File: config.mk
export PLATFORM = sky130hd
export DESIGN_NAME = full_subtractor
export DESIGN_NICKNAME = d
export VERILOG_FILES = /design/src/rtl/full_subtractor.sv
export SDC_FILE = /design/constraint.sdc
export NUM_CORES = 1
export LEC_CHECK = 0
export ABC_AREA = 1
export BUFFER_PORTS_ARGS = -buffer_cell sky130_fd_sc_hd__buf_2
export CORE_AREA = 2 2 39 41
export DETAILED_ROUTE_END_ITERATION = 16
export DIE_AREA = 0 0 41 43
export SETUP_SLACK_MARGIN = 0.1
export SLEW_MARGIN = 20
export SYNTH_ARGS = -nofsm -noshare
export SYNTH_HDL_FRONTEND = slang
export SYNTH_SLANG_ARGS = --single-unit
File: constraint.sdc
create_clock -name clk -period 1 [get_ports clk]
set_input_delay 0.05 -clock clk [delete_from_list [all_inputs] [get_ports clk]]
set_output_delay 0.05 -clock clk [all_outputs]
set_load 0.01 [all_outputs]
File: src/rtl/full_subtractor.sv
// Registered WIDTH-bit full subtractor: D = a - b - Bin, borrow-out Bout, one-cycle latency.
// Define FULL_SUBTRACTOR_OVF_EN to add a registered two's-complement overflow flag (ovf).
module full_subtractor #(
    parameter int WIDTH = 1
) (
    input  logic             clk,
    input  logic             rst,
    input  logic             in_valid,
    input  logic [WIDTH-1:0] a,
    input  logic [WIDTH-1:0] b,
    input  logic             Bin,
    output logic [WIDTH-1:0] D,
    output logic             Bout,
`ifdef FULL_SUBTRACTOR_OVF_EN
    output logic             ovf,
`endif
    output logic             out_valid
);

    logic [WIDTH:0]   borrow;
    logic [WIDTH-1:0] diff;

    // NOTE: every always_comb output gets a default before the loop so no latch is inferred.
    always_comb begin
        borrow    = '0;
        diff      = '0;
        borrow[0] = Bin;
        for (int i = 0; i < WIDTH; i++) begin
            diff[i]       = a[i] ^ b[i] ^ borrow[i];
            borrow[i+1]   = (~a[i] & b[i]) | (~(a[i] ^ b[i]) & borrow[i]);
        end
    end

`ifdef FULL_SUBTRACTOR_OVF_EN
    logic ovf_next;

    // Signed overflow: operand signs differ and the result sign departs from the minuend's.
    always_comb begin
        ovf_next = (a[WIDTH-1] != b[WIDTH-1]) && (diff[WIDTH-1] != a[WIDTH-1]);
    end
`endif

    // NOTE: sequential state uses non-blocking assignments; reset wins over a coincident in_valid.
    always_ff @(posedge clk) begin
        if (rst) begin
            D         <= '0;
            Bout      <= 1'b0;
            out_valid <= 1'b0;
`ifdef FULL_SUBTRACTOR_OVF_EN
            ovf       <= 1'b0;
`endif
        end else begin
            out_valid <= in_valid;
            if (in_valid) begin
                D    <= diff;
                Bout <= borrow[WIDTH];
`ifdef FULL_SUBTRACTOR_OVF_EN
                ovf  <= ovf_next;
`endif
            end
        end
    end

endmodule

==> reports/qor.yml <==
status:
  run_status: "finished, final reports clean"
detailed_routing:
  drt_pass1_iterations: 1
  num_vias: 147
  drtAntennaViolNets: 0
  wire_per_inst_um: 5.57
  avgViaCountPerCell: 3.13
  drcViolationCount: 0
  first_iter_violations: 0
  routed_wl_um: 262
clocking:
  cts_setup_buffers: 0
  cts_inserted_buffers: 3
  clk_transition_reported_paths_ns: 0.04
  clockBufferDepth: 2
  cts_tree: "yes"
  cts_root_buf: "clkbuf_4"
  cts_sinks: 3
  clock_latency_ns: 0.23
  htreeDepth: 1
power:
  p_sw_share_pct: 22.1
  p_sw_uw: 86.2
  power_frac_comb_pct: 13.2
  p_leak_uw: 0.000133
  clkPwrFrac_pct: 52.8
  p_seq_share_pct: 34.0
  p_int_uw: 304
  powerDensity_nw_per_um2: 1700
  max-vdd-ir-drop_mv: 0.171
layout:
  final_cell_mix: "buf_2 (8), inv_1 (5), nor2_1 (5)"
  finalInstanceArea_um2: 229
  n_fill_cell: 164
  drive_gt1_share_pct: 35.5
  finalCoreUtilization_pct: 16.5
  diodes: 0
  nets: 39
  area_growth_pct: 72.6
  layout_commonest_cell: "buf_2"
flow_run:
  maxCapViolCount: 0
critical_path:
  critPathTopFamily: "buffers and inverters"
  r2r-end: "Bout"
  crit_path_end_kind: "flop"
  crit_required_ns: 1.16
  rr_worst_depth: 2
  crit-reg2reg-launch: "Bout"
  cp_max_fo: 2
  worstSetupPathType: "in -> reg"
  cpPeakStageDelay_ns: 0.53
  crit_slowest_cell: "dlygate4sd3_1"
  cp-start-kind: "input pin"
  critical_path_arrival_ns: 0.90
  r2r_slack_ns: 0.45
  cp_num_buf_inv: 3
  path_cells: "dlygate4sd3_1 > buf_2 > inv_1 > nand2_1 > nor2_1"
global_routing:
  track_usage_pct: 3.60
  antenna_found_initial: 0
  grt_max_degree: 6
  grt_pass1_wl_um: 379
  grt_overflow: 0
  grt_pass1_vias: 141
yosys:
  syn_avg_cell_area_um2: 7.37
  yosysWarnings: 0
  synth_cell_types: 5
  syn-num-nets: 25
  ys_ff_latch: 3
  synth.cell_area_um2: 133
  synth_seq_area_share_pct: 45.3
  synthCells: 18
sta:
  finalCriticalPeriod_ns: 0.738
  max_freq_mhz: 1350
  tightestPinTransition_ns: 0.0774
  finClkSkew_ns: 0
  setup_slack_ns: 0.262
  hold_ws_ns: 0.0796
  hold_viol: 0
  relSlewSlack_pct: 94.8
  drv_slew: 0
  finalSetupViolCount: 0
  min_period_over_period_pct: 73.8
  setup_tns_ns: 0
  rsz0062_at_grt: "no"
hold_path:
  min_from: "in_valid"
  hold_path_end: "out_valid"
  hold_path_class: "in -> reg"
  worstHoldPathCells: 3
placement:
  portBuffers: 8
  dp_slack_ns: 0.0323
  place_congestion: 0.437
  postPlaceCellArea_um2: 193
  dp_hpwl_um: 214
die:
  die_area_um2: 1760
  core_um2: 1380
  die_x_um: 41
  rows: 14
  die_h_um: 43
  pin_count: 9
  start_util_pct: 9.58
-- per-layer routing --
layer / share of wire, % / wire length (um) / track usage (%) / up-vias
li1: - / - / - / 75
met1: 36 / 95 / 1.27 / 65
met2: 53 / 139 / 6.25 / 7
met3: 10 / 27 / 1.57 / 0
met4: 0 / 0 / 6.00 / 0
met5: 0 / 0 / 0 / -
-- cell usage after synthesis --
cell     count  area share (%)
nor2_1       5              14
nand2_1      4              11
dfxtp_1      3              45
inv_1        5              14
fa_1         1              15
-- tightest hold or removal path, cell delays in order --
cell	delay (ns)
buf_2	0.12
inv_1	0.05
nor2_1	0.03
-- power groups by stage --
stage	Sequential [uW]	Clock, uW	Combinational (uW)
after global placement	134	0	49.1
after global routing	134	225	60.5
after detailed placement	135	0	50.0
after floorplan	139	0	21.0
after CTS	133	218	53.1
final	133	206	51.4
-- per-stage QoR --
step           power [uW]  std cells
2_1_floorplan         160         18
3_3_place_gp          183         42
3_5_place_dp          185         42
4_1_cts               404         47
5_1_grt               419         47
6_report              390         47
-- cell type report --
type                            count  area [um^2]  share of cell area, %
Sequential cell                     3         60.1                   26.2
Multi-Input combinational cell     10         53.8                   23.5
Timing Repair Buffer                9         50.0                   21.9
Tap cell                           16         20.0                   8.74
Inverter                            5         18.8                   8.20
Clock buffer                        4         26.3                   11.5
-- how the worst max path moves through the flow --
stage / slack [ns] / from / endpoint / depth (start not counted)
after floorplan: 0.19 / b / D / 6
after global placement: 0.06 / a / D / 6
after detailed placement: 0.03 / a / D / 6
after CTS: 0.26 / D / D / 1
after global routing: 0.19 / rst / D / 5
final: 0.26 / rst / D / 5
-- flip-flops by register name (all words and copies together), names as in the netlist --
| name | count |
|---|---|
| Bout | 1 |
| D | 1 |
| out_valid | 1 |
-- logic make-up (layout without fill, tap and decap cells) --
kind of cell | after synthesis | after routing | synth area share (%)
fa+ha+maj | 1 | 1 | 15.1
buf+inv | 5 | 18 | 14.2
flops | 3 | 3 | 45.3
simple gates | 9 | 9 | 25.5
-- timing repair --
action | CTS | global route
hold endpoints to repair | 1 | 0
resized for setup | 0 | 0
hold buffers | 1 | 0
Power figures use the tool's default switching activity.
